[config.mk]
export PLATFORM = sky130hd
export DESIGN_NAME = decoder_3x8_seq
export DESIGN_NICKNAME = d
export VERILOG_FILES = /design/src/rtl/decoder_pkg.sv /design/src/rtl/decoder_3x8.sv /design/src/rtl/decoder_3x8_seq.sv
export SDC_FILE = /design/constraint.sdc
export NUM_CORES = 1
export LEC_CHECK = 0
export ABC_AREA = 0
export ABC_CLOCK_PERIOD_IN_PS = 1600
export BUFFER_PORTS_ARGS = -buffer_cell sky130_fd_sc_hd__clkbuf_2
export CAP_MARGIN = 20
export CORE_MARGIN = 8
export CORE_UTILIZATION = 46
export CTS_CLUSTER_SIZE = 40
export DETAILED_ROUTE_END_ITERATION = 16
export PLACE_DENSITY_LB_ADDON = 0.08
export SKIP_LAST_GASP = 1
export SLEW_MARGIN = 15
export SYNTH_ARGS = -nofsm -noshare
export SYNTH_HDL_FRONTEND = slang
export SYNTH_HIERARCHICAL = 1
export SYNTH_SLANG_ARGS = --single-unit
[constraint.sdc]
create_clock -name clk -period 1.6 [get_ports clk]
set_input_delay 0.32 -clock clk [delete_from_list [all_inputs] [get_ports clk]]
set_output_delay 0.32 -clock clk [all_outputs]
set_load 0.01 [all_outputs]
[src/rtl/decoder_pkg.sv]
// Shared types and constants for the sequenced 3-to-8 decoder.
package decoder_pkg;

    localparam int unsigned LINES  = 8;
    localparam int unsigned CODE_W = 3;

    typedef enum logic [1:0] {
        StIdle   = 2'b00,
        StActive = 2'b01,
        StGap    = 2'b10
    } state_e;

    // Pulse/gap counter width: clog2(max(pulse_w, gap_w, 2)).
    function automatic int unsigned cnt_width(input int unsigned pulse_w,
                                              input int unsigned gap_w);
        int unsigned m;
        m = (pulse_w > gap_w) ? pulse_w : gap_w;
        if (m < 2) begin
            m = 2;
        end
        return $clog2(m);
    endfunction

endpackage

[src/rtl/decoder_3x8.sv]
// Combinational 3-bit to 8-bit one-hot decoder core with enable.
module decoder_3x8
    import decoder_pkg::*;
(
    input  logic [CODE_W-1:0] code,
    input  logic              en,
    output logic [LINES-1:0]  lines
);

    always_comb begin
        lines = '0;
        if (en) begin
            lines[code] = 1'b1;
        end
    end

endmodule

[src/rtl/decoder_3x8_seq.sv]
// Sequenced 3-to-8 decoder: accepts a code over valid/ready, pulses the matching
// one-hot line for PULSE_W cycles, idles GAP_W cycles, and counts accepted codes.
module decoder_3x8_seq
    import decoder_pkg::*;
#(
    parameter int unsigned PULSE_W = 4,
    parameter int unsigned GAP_W   = 1,
    parameter int unsigned CNT_W   = 8
) (
    input  logic              clk,
    input  logic              rst_n,
    input  logic              in_valid,
    output logic              in_ready,
    input  logic [CODE_W-1:0] code,
    output logic [LINES-1:0]  out,
    output logic              busy,
    output logic              done,
    input  logic              clear,
    output logic [CNT_W-1:0]  dec_count
);

    localparam int unsigned CW = cnt_width(PULSE_W, GAP_W);
    localparam logic [CW-1:0] PulseLoad = CW'(PULSE_W - 1);
    localparam logic [CW-1:0] GapLoad   = (GAP_W > 0) ? CW'(GAP_W - 1) : '0;

    state_e              state_q, state_d;
    logic [CW-1:0]       cnt_q, cnt_d;
    logic [CODE_W-1:0]   code_q, code_d;
    logic [CNT_W-1:0]    dec_count_q, dec_count_d;
    logic [LINES-1:0]    out_q, out_d;
    logic                busy_q, busy_d;
    logic                done_q, done_d;
    logic                accept;

    assign in_ready = (state_q == StIdle) && rst_n;
    assign accept   = in_valid && in_ready;

    always_comb begin
        state_d = state_q;
        cnt_d   = cnt_q;
        code_d  = code_q;
        unique case (state_q)
            StIdle: begin
                if (accept) begin
                    code_d  = code;
                    cnt_d   = PulseLoad;
                    state_d = StActive;
                end
            end
            StActive: begin
                if (cnt_q == '0) begin
                    if (GAP_W > 0) begin
                        cnt_d   = GapLoad;
                        state_d = StGap;
                    end else begin
                        state_d = StIdle;
                    end
                end else begin
                    cnt_d = cnt_q - CW'(1);
                end
            end
            StGap: begin
                if (cnt_q == '0) begin
                    state_d = StIdle;
                end else begin
                    cnt_d = cnt_q - CW'(1);
                end
            end
            default: begin
                state_d = StIdle;
            end
        endcase
    end

    always_comb begin
        dec_count_d = dec_count_q;
        if (clear) begin
            dec_count_d = '0;
        end else if (accept && !(&dec_count_q)) begin
            dec_count_d = dec_count_q + CNT_W'(1);
        end
    end

    // Outputs are flopped, so they are decoded from next-state values.
    decoder_3x8 u_core (
        .code  (code_d),
        .en    (state_d == StActive),
        .lines (out_d)
    );

    assign busy_d = (state_d != StIdle);
    assign done_d = (state_d == StActive) && (cnt_d == '0);

    always_ff @(posedge clk or negedge rst_n) begin
        if (!rst_n) begin
            state_q     <= StIdle;
            cnt_q       <= '0;
            code_q      <= '0;
            dec_count_q <= '0;
            out_q       <= '0;
            busy_q      <= 1'b0;
            done_q      <= 1'b0;
        end else begin
            state_q     <= state_d;
            cnt_q       <= cnt_d;
            code_q      <= code_d;
            dec_count_q <= dec_count_d;
            out_q       <= out_d;
            busy_q      <= busy_d;
            done_q      <= done_d;
        end
    end

    assign out       = out_q;
    assign busy      = busy_q;
    assign done      = done_q;
    assign dec_count = dec_count_q;

endmodule

==> results.json, run 1 <==
{
  "status": "complete, no violations",
  "place.gp.congestion": 0.838,
  "min_to": "dec_count[7]$_DFFE_PN0P_",
  "start_util_pct": 49.2,
  "min_from": "clear",
  "whs_path_depth": 2,
  "io_pins": 26,
  "drt-initial-drc-count": 36,
  "finalHoldViolCount": 0,
  "cts-root-buf": "clkbuf_4",
  "reg2reg_from": "state_q[1]$_DFF_PN0_",
  "synth_top_area_share_pct": 56.4,
  "cts_sinks": 25,
  "die_y_um": 65.1,
  "synthCells": 88,
  "synth_ff_type": "dfrtp_1",
  "grt_antenna_before_repair": 0,
  "cellPowerDensity_nw_per_um2": 1330,
  "regArea_um2": 626,
  "multi_input_comb_area_um2": 500,
  "path_class": "reg -> reg",
  "cp-end-kind": "flop",
  "insertion_delay_ns": 0.30,
  "yosysMostFrequentCell": "dfrtp_1",
  "tightest_slew_ns": 0.291,
  "synth_top_family_by_area": "simple AND/OR/NAND/NOR gates",
  "critical_path.max_fanout": 6,
  "cts_buffers": 3,
  "port_buffers": 25,
  "drc": 0,
  "maxCapViolations": 0,
  "finalWorstSetupSlack_ns": 0.0379,
  "skew_ns": 0.00164,
  "ys_top_cells_by_count": "25 x dfrtp_1, 8 x nor2_1, 6 x xor2_1, 4 x a21oi_1, 4 x nand2_1",
  "drtAntennaViolNets": 0,
  "startpoint_type": "flop",
  "synth.ff_latch_count": 25,
  "synthAdderAreaFrac_pct": 1.13,
  "cts_tree": "built",
  "syn-cell-area_um2": 1110,
  "final_cells": 153,
  "drt-total-wl_um": 2270,
  "dpl_cell_area_um2": 1310,
  "ir_worst_vdd_v": 0.000783,
  "yosysTopAreaCell": "dfrtp_1",
  "netlist_top_cells_area": "dfrtp_1 56%, xor2_1 4.7%, and4bb_2 3.4%",
  "rsz0062_at_grt": "yes",
  "drive_above_1_share_pct": 48.8,
  "die_area_um2": 4240,
  "fp.dieW_um": 65.1,
  "max_slew_margin_pct": 80.6,
  "synth_xor_area_share_pct": 4.74,
  "fin_area_um2": 1410,
  "hold_path_class": "in -> reg",
  "ff2ff_path_depth": 5,
  "async_flop_share_pct": 100,
  "fill_cells": 194,
  "syn_area_per_cell_um2": 12.6,
  "synth_edf_count": 0,
  "reg2reg_slack_ns": 0.04,
  "cp.required_ns": 1.85,
  "clock.fmax_mhz": 640,
  "final_nets": 134,
  "grt_max_degree": 18,
  "synth.area.mux_share_pct": 3.95,
  "setup_viol": 0,
  "htreeDepth": 1,
  "hpwlAfterDp_um": 1670,
  "fp-row-count": 17,
  "fin_util_pct": 62.5,
  "dp_slack_ns": 0.0391,
  "ys_seq_area_share_pct": 56.4,
  "dp.cells": 147,
  "core_area_um2": 2250,
  "synthesis.nets": 96,
  "fin_crit_ns": 1.56,
  "synth-simple-area-share_pct": 21.3,
  "track_usage_pct": 11.5,
  "synth_compound_area_share_pct": 10.0,
  "ys_types": 35,
  "area_growth_pct": 27.2,
  "finalCritPeriodShare_pct": 97.6,
  "grt_pass1_wl_um": 3910,
  "grt_pass1_vias": 837,
  "setup_tns_ns": 0,
  "reg2reg_to": "dec_count[7]$_DFFE_PN0P_",
  "p_leak_uw": 0.000724,
  "ys_warn_count": 6,
  "arrival_ns": 1.81,
  "slew_violations": 0,
  "wire_per_inst_um": 14.8,
  "gr-total-overflow": 0,
  "diodes": 0,
  "vias_per_cell": 5.23,
  "vias": 800,
  "cts_buffer_depth": 2,
  "path_clk_slew_ns": 0.13,
  "dr.pass1.iters": 4
}
## where the power goes
| group | switching [uW] | internal (uW) | total (uW) |
|---|---|---|---|
| Sequential | 76.8 | 787 | 864 |
| Clock | 174 | 93.2 | 267 |
| Combinational | 380 | 360 | 740 |
## area by class of cell
type	count	share of cell area, %
Timing Repair Buffer	35	14.9
Tap cell	28	2.48
Sequential cell	25	44.4
Inverter	3	0.799
Clock buffer	3	1.60
Clock inverter	1	0.355
Multi-Input combinational cell	58	35.5
## placed cells by master (no fill, tap or decap), types with 2 or more instances in the layout
cell type  count
inv_1          3
mux2_4         3
buf_6          2
clkbuf_2      24
nand2_1        3
a21oi_2        2
nor2_1         8
and3_1         2
clkbuf_4       3
and4bb_2       3
o21ai_0        2
xor2_1         6
dfrtp_1       25
and4b_2        3
buf_4          7
o211ai_1       2
a21oi_1        2
## what timing repair did
action                                 CTS  global route
gates resized for setup                  0            15
endpoints found under the hold margin   25             0
hold buffers                             1             0
setup buffers                            0             1
setup endpoints to repair                0            13
## metrics by stage
step / power (uW) / hold WS, ns
2_1_floorplan: 1290 / 0.0244
3_3_place_gp: 1530 / 0.281
3_5_place_dp: 1560 / 0.284
4_1_cts: 1830 / 0.269
5_1_grt: 2010 / 0.266
6_report: 1870 / 0.278
## kinds of logic (layout without fill, tap and decap cells)
group | count (synthesis) | after routing
muxes | 4 | 4
buffers and inverters | 5 | 42
AOI/OAI and AO/OA | 15 | 15
and+or+nand+nor | 32 | 32
adders and majority gates | 1 | 1
DFF | 25 | 25
xor gates and xnor gates | 6 | 6
## worst max-delay path, cell delays in order, from the launching register on
cell	delay, ns
dfrtp_1	0.44
and4bb_4	0.40
buf_6	0.14
o211ai_4	0.08
or3_4	0.33
a21oi_2	0.11
## per-layer routing
layer  vias up  track usage, %  part of all wire, %
met5         -               0                    0
met4         0            4.90                 0.79
met3         2            3.73                  5.5
met2        12            18.0                   48
met1       395            14.2                   46
li1        391               -                    -
## sequential cells by signal (all words and copies together), names as in the netlist
signal	count
state_q	2
done	1
cnt_q	2
code_q	3
out	8
dec_count	8
busy	1
## worst max path at each step
| stage | end | start | slack (ns) |
|---|---|---|---|
| global route | dec_count[1]$_DFFE_PN0P_ | dec_count[1]$_DFFE_PN0P_ | -0.05 |
| global placement | out[6]$_DFF_PN0_ | rst_n | 0.08 |
| finish | dec_count[7]$_DFFE_PN0P_ | state_q[1]$_DFF_PN0_ | 0.04 |
| floorplan | out[5]$_DFF_PN0_ | state_q[0]$_DFF_PN0_ | 0.01 |
| CTS | dec_count[7]$_DFFE_PN0P_ | state_q[1]$_DFF_PN0_ | 0.007 |
| detailed placement | out[6]$_DFF_PN0_ | state_q[1]$_DFF_PN0_ | 0.04 |
Power figures use the tool's default switching activity.
==> run 2, diff against run 1 <==
Settings changed: PLACE_DENSITY_LB_ADDON 0.08 to 0.2.
==> run 2 against run 1 <==
Compared with the run above:
- wire length grew 0.31%
- utilization down 0.055 points
- count of clock-buffer cells in the layout unchanged
- clock power rose by 6%
- hold slack lost 0.010 ns
- clock skew about the same
- final cell count unchanged
- die area is the same
- power rose by 0.41%
- sequential share of layout area barely moved
==> results.json, run 2 (synthesized netlist as in run 1, its figures left out) <==
{
  "crit_chain": "buf_6 > nor3b_4 > buf_2",
  "ir_worst_vdd_v": 0.000792,
  "cellPowerDensity_nw_per_um2": 1330,
  "finalCritPeriodShare_pct": 96.6,
  "arrival_ns": 1.23,
  "p_leak_uw": 0.000717,
  "reg2reg_slack_ns": 0.05,
  "critical_path.max_fanout": 3,
  "cts_buffer_depth": 2,
  "fp.dieW_um": 65.1,
  "fin_area_um2": 1410,
  "area_growth_pct": 27.1,
  "fp-row-count": 17,
  "p_sw_share_pct": 34.5,
  "final_nets": 134,
  "dr.pass1.iters": 4,
  "port_buffers": 25,
  "slew_violations": 0,
  "hpwlAfterDp_um": 1700,
  "grt_antenna_before_repair": 0,
  "grt_max_degree": 16,
  "max_slew_margin_pct": 81.2,
  "maxCapViolations": 0,
  "fill_cells": 197,
  "ff2ff_path_depth": 3,
  "internal_power_uw": 1230,
  "drive_above_1_share_pct": 48.8,
  "die_area_um2": 4240,
  "switchingPower_uw": 648,
  "rsz0062_at_grt": "yes",
  "grt_pass1_wl_um": 3920,
  "startpoint_type": "flop",
  "track_usage_pct": 11.4,
  "start_util_pct": 49.2,
  "dp.cells": 147,
  "max_stage_delay_ns": 0.42,
  "cts_tree": "built",
  "p_clk_share_pct": 15.1,
  "finalHoldViolCount": 0,
  "final_cells": 153,
  "path_clk_slew_ns": 0.14,
  "diodes": 0,
  "reg2reg_to": "out[4]$_DFF_PN0_",
  "drc": 0,
  "io_pins": 26,
  "cts-root-buf": "clkbuf_4",
  "drtAntennaViolNets": 0,
  "drt-total-wl_um": 2280,
  "final_common_cell": "dfrtp_1",
  "cp.required_ns": 1.28,
  "combPwrFrac_pct": 39.3,
  "whs_ns": 0.268,
  "hold_path_class": "in -> reg",
  "final_cell_mix": "25 x dfrtp_1, 24 x clkbuf_2, 8 x nor2_1, 7 x buf_4, 6 x xor2_1",
  "tightest_slew_ns": 0.279,
  "place.gp.congestion": 0.827,
  "gr-total-overflow": 0,
  "vias": 794,
  "dpl_cell_area_um2": 1310,
  "htreeDepth": 1,
  "path_class": "reg -> out",
  "cp_slowest_cell": "dfrtp_1",
  "wire_per_inst_um": 14.9,
  "die_y_um": 65.1,
  "setup_viol": 0,
  "core_area_um2": 2250,
  "p_seq_share_pct": 45.6,
  "grt_pass1_vias": 867,
  "fin_crit_ns": 1.55,
  "status": "complete, no violations",
  "drt-initial-drc-count": 25,
  "endpoint": "in_ready",
  "insertion_delay_ns": 0.31,
  "clock.fmax_mhz": 647,
  "setup_tns_ns": 0,
  "vias_per_cell": 5.19,
  "cts_sinks": 25,
  "cp-end-kind": "output pin",
  "worstSetupStartpoint": "state_q[1]$_DFF_PN0_",
  "path_depth": 3,
  "crit_buf_inv": 2,
  "reg2reg_from": "state_q[1]$_DFF_PN0_",
  "critPathTopFamily": "flip-flops",
  "cts_buffers": 3,
  "skew_ns": 0.00197
}
==> run 2: changes by cell type in the layout (fill, tap and decap cells not counted) <==
cell        delta
or3_4          -1
inv_2          +1
a21oi_2        -1
a21oi_1        +1
nand3_1        -1
clkinv_2       -1
nand3_2        +1
clkinvlp_4     +1
inv_1          -1
or3_1          +1
==> run 2: worst min path at each step <==
stage / startpoint / end / cells after the start
after global placement: rst_n / state_q[1]$_DFF_PN0_ / 2
after CTS: clear / dec_count[7]$_DFFE_PN0P_ / 2
after detailed placement: rst_n / state_q[0]$_DFF_PN0_ / 2
final: clear / dec_count[6]$_DFFE_PN0P_ / 2
after floorplan: rst_n / busy$_DFF_PN0_ / 0
after global routing: clear / dec_count[6]$_DFFE_PN0P_ / 2
==> run 2: power groups by stage <==
stage                     logic (uW)  clock network, uW  registers, uW
after global routing             819                320            874
after floorplan                  374                  0            919
after detailed placement         676                  0            868
after global placement           651                  0            862
after CTS                        680                292            855
final                            738                283            858
==> run 2: repair_timing <==
action / CTS / global route
setup buffers: 0 / 1
hold endpoints to repair: 25 / 0
hold buffers: 1 / 0
setup endpoints to repair: 9 / 13
pin swaps: 1 / 6
gates resized for setup: 1 / 14
==> run 2: through the flow <==
stage | utilization, % | total power, uW | setup WS, ns
finish | 62.5 | 1880 | 0.0543
global route | 62.5 | 2010 | -0.0165
detailed placement | 58.3 | 1540 | -0.00567
CTS | 60.0 | 1830 | -0.00543
floorplan | - | 1290 | 0.0127
global placement | 58.3 | 1510 | 0.0494
==> run 2: area by class of cell <==
type	instances	area, um^2	area share [%]
Clock buffer	3	22.5	1.60
Clock inverter	1	7.51	0.533
Multi-Input combinational cell	58	497	35.3
Timing Repair Buffer	35	210	14.9
Inverter	3	11.3	0.799
Sequential cell	25	626	44.4
Tap cell	28	35.0	2.49
==> run 2: metal layers <==
| metal | wire length, um | vias up | part of all wire, % | GRT usage [%] |
|---|---|---|---|---|
| met2 | 1130 | 14 | 50 | 18.1 |
| met4 | 14 | 0 | 0.62 | 4.90 |
| met5 | 0 | - | 0 | 0 |
| met3 | 90 | 2 | 4.0 | 2.37 |
| li1 | - | 394 | - | - |
| met1 | 1040 | 384 | 46 | 14.8 |
==> run 3, diff against run 2 <==
Settings changed: CELL_PAD_IN_SITES_DETAIL_PLACEMENT from default to 1, CELL_PAD_IN_SITES_GLOBAL_PLACEMENT from default to 1, CORE_UTILIZATION 46 to 37.
==> run 3 against run 2 <==
Compared with the run above:
- the flow now finishes with violations (setup timing)
- first-iteration DRC count decreased by 20%
- hold slack worse by 0.011 ns
- largest cell class unchanged
- clock skew is 0.011 ns higher
- utilization decreased by 14 points
- non-clock buffer count increased by 3
- register-to-register slack got worse by 0.05 ns
- sequential share of layout area shrank 0.62 points
- power increased by 3.8%
- critical path depth grew 1
- combinational power up 8.0%
- final cell count is 5.2% higher
- setup slack got worse by 0.071 ns
- critical endpoint unchanged
==> results.json, run 3 (synthesized netlist as in run 1, its figures left out) <==
{
  "wire_per_inst_um": 16.0,
  "cts_tree": "built",
  "reg2reg_from": "state_q[0]$_DFF_PN0_",
  "setup_viol": 1,
  "insertion_delay_ns": 0.32,
  "internal_power_uw": 1270,
  "drt-total-wl_um": 2570,
  "max_slew_margin_pct": 81.6,
  "p_seq_share_pct": 44.1,
  "reg2reg_to": "dec_count[7]$_DFFE_PN0P_",
  "die_y_um": 70.7,
  "clock.fmax_mhz": 618,
  "min_to": "dec_count[6]$_DFFE_PN0P_",
  "power_uw": 1950,
  "cellPowerDensity_nw_per_um2": 1360,
  "place.gp.congestion": 0.760,
  "gr-total-overflow": 0,
  "drc": 0,
  "worstSetupStartpoint": "state_q[1]$_DFF_PN0_",
  "crit_chain": "buf_6 > nor3b_4 > buf_4 > buf_8",
  "cp.required_ns": 1.28,
  "hold_path_class": "in -> reg",
  "path_clk_slew_ns": 0.15,
  "fin_crit_ns": 1.62,
  "cts-root-buf": "clkbuf_4",
  "status": "finished, violations left",
  "final_common_cell": "dfrtp_1",
  "io_pins": 26,
  "core_area_um2": 2950,
  "cts_buffer_depth": 2,
  "htreeDepth": 1,
  "drtAntennaViolNets": 0,
  "arrival_ns": 1.30,
  "track_usage_pct": 10.9,
  "final_nets": 137,
  "violations": "setup timing",
  "cts_sinks": 25,
  "dpl_cell_area_um2": 1330,
  "switchingPower_uw": 677,
  "cts_buffers": 3,
  "ir_worst_vdd_v": 0.000725,
  "drive_above_1_share_pct": 48.4,
  "setup_tns_ns": -0.0171,
  "start_util_pct": 37.5,
  "path_class": "reg -> out",
  "tightest_slew_ns": 0.274,
  "grt_pass1_wl_um": 4490,
  "slew_violations": 0,
  "cp_slowest_cell": "dfrtp_1",
  "cp-end-kind": "output pin",
  "grt_pass1_vias": 911,
  "grt_max_degree": 16,
  "ff2ff_path_depth": 5,
  "fill_cells": 322,
  "final_cells": 161,
  "vias_per_cell": 5.19,
  "finalWorstSetupSlack_ns": -0.0171,
  "grt_antenna_before_repair": 0,
  "port_buffers": 25,
  "fp.dieW_um": 70.7,
  "hpwlAfterDp_um": 2010,
  "dr.pass1.iters": 3,
  "p_clk_share_pct": 15.0,
  "whs_path_depth": 2,
  "max_stage_delay_ns": 0.42,
  "drt-initial-drc-count": 20,
  "p_sw_share_pct": 34.7,
  "fp-row-count": 20,
  "p_leak_uw": 0.000727,
  "maxCapViolations": 0,
  "skew_ns": 0.0134,
  "diodes": 0,
  "combPwrFrac_pct": 40.9,
  "rsz0062_at_grt": "yes",
  "area_growth_pct": 28.9,
  "min_from": "clear",
  "critical_path.max_fanout": 2,
  "die_area_um2": 5000,
  "vias": 835,
  "dp.cells": 153,
  "fin_area_um2": 1430,
  "finalCritPeriodShare_pct": 101,
  "finalHoldViolCount": 0,
  "reg2reg_slack_ns": 0,
  "startpoint_type": "flop",
  "final_cell_mix": "25 x dfrtp_1, 24 x clkbuf_2, 10 x buf_4, 8 x nor2_1, 6 x xor2_1"
}
-- run 3: power by group through the flow --
stage | clock network (uW) | logic [uW] | registers, uW
floorplan | 0 | 374 | 919
global placement | 0 | 685 | 861
detailed placement | 0 | 715 | 870
CTS | 305 | 773 | 861
global route | 328 | 884 | 876
finish | 293 | 797 | 859
-- run 3: worst max-delay path by stage --
| stage | cells after the start | endpoint |
|---|---|---|
| final | 4 | in_ready |
| after global routing | 4 | in_ready |
| after CTS | 4 | in_ready |
| after detailed placement | 6 | dec_count[6]$_DFFE_PN0P_ |
| after global placement | 5 | dec_count[6]$_DFFE_PN0P_ |
| after floorplan | 4 | out[5]$_DFF_PN0_ |
-- run 3: metal layers --
| layer | vias to the layer above | GRT usage, % | wire, um |
|---|---|---|---|
| met5 | - | 0 | 0 |
| met4 | 0 | 2.77 | 12 |
| met3 | 2 | 2.97 | 128 |
| met2 | 14 | 19.2 | 1320 |
| met1 | 421 | 12.8 | 1110 |
| li1 | 398 | - | - |
-- run 3: stage by stage --
step / hold slack [ns] / utilization (%) / setup WS (ns)
6_report: 0.256 / 48.4 / -0.0171
2_1_floorplan: 0.0244 / - / 0.0127
3_3_place_gp: 0.293 / 45.0 / 0.0343
3_5_place_dp: 0.307 / 45.0 / -0.0131
5_1_grt: 0.247 / 48.4 / -0.0909
4_1_cts: 0.274 / 47.5 / -0.0562
-- run 3: cell type report --
| class | instances | area (um^2) | area share, % |
|---|---|---|---|
| Clock buffer | 3 | 22.5 | 1.58 |
| Clock inverter | 1 | 7.51 | 0.525 |
| Inverter | 3 | 11.3 | 0.788 |
| Multi-Input combinational cell | 58 | 478 | 33.5 |
| Sequential cell | 25 | 626 | 43.8 |
| Tap cell | 33 | 41.3 | 2.89 |
| Timing Repair Buffer | 38 | 243 | 17.0 |
-- run 3: repair_timing --
item / in CTS / in global routing
setup endpoints to repair: 6 / 11
cloned: 0 / 0
pin swaps: 1 / 1
buffers inserted: 1 / 2
hold buffers: 1 / 0
resized for setup: 5 / 6
hold endpoints to repair: 25 / 0
-- run 3: worst max-delay path, delay by kind of cell, from the launching register on --
kind / cells / cell delay [ns]
DFF: 1 / 0.42
buffers and inverters: 3 / 0.36
and+or+nand+nor: 1 / 0.19
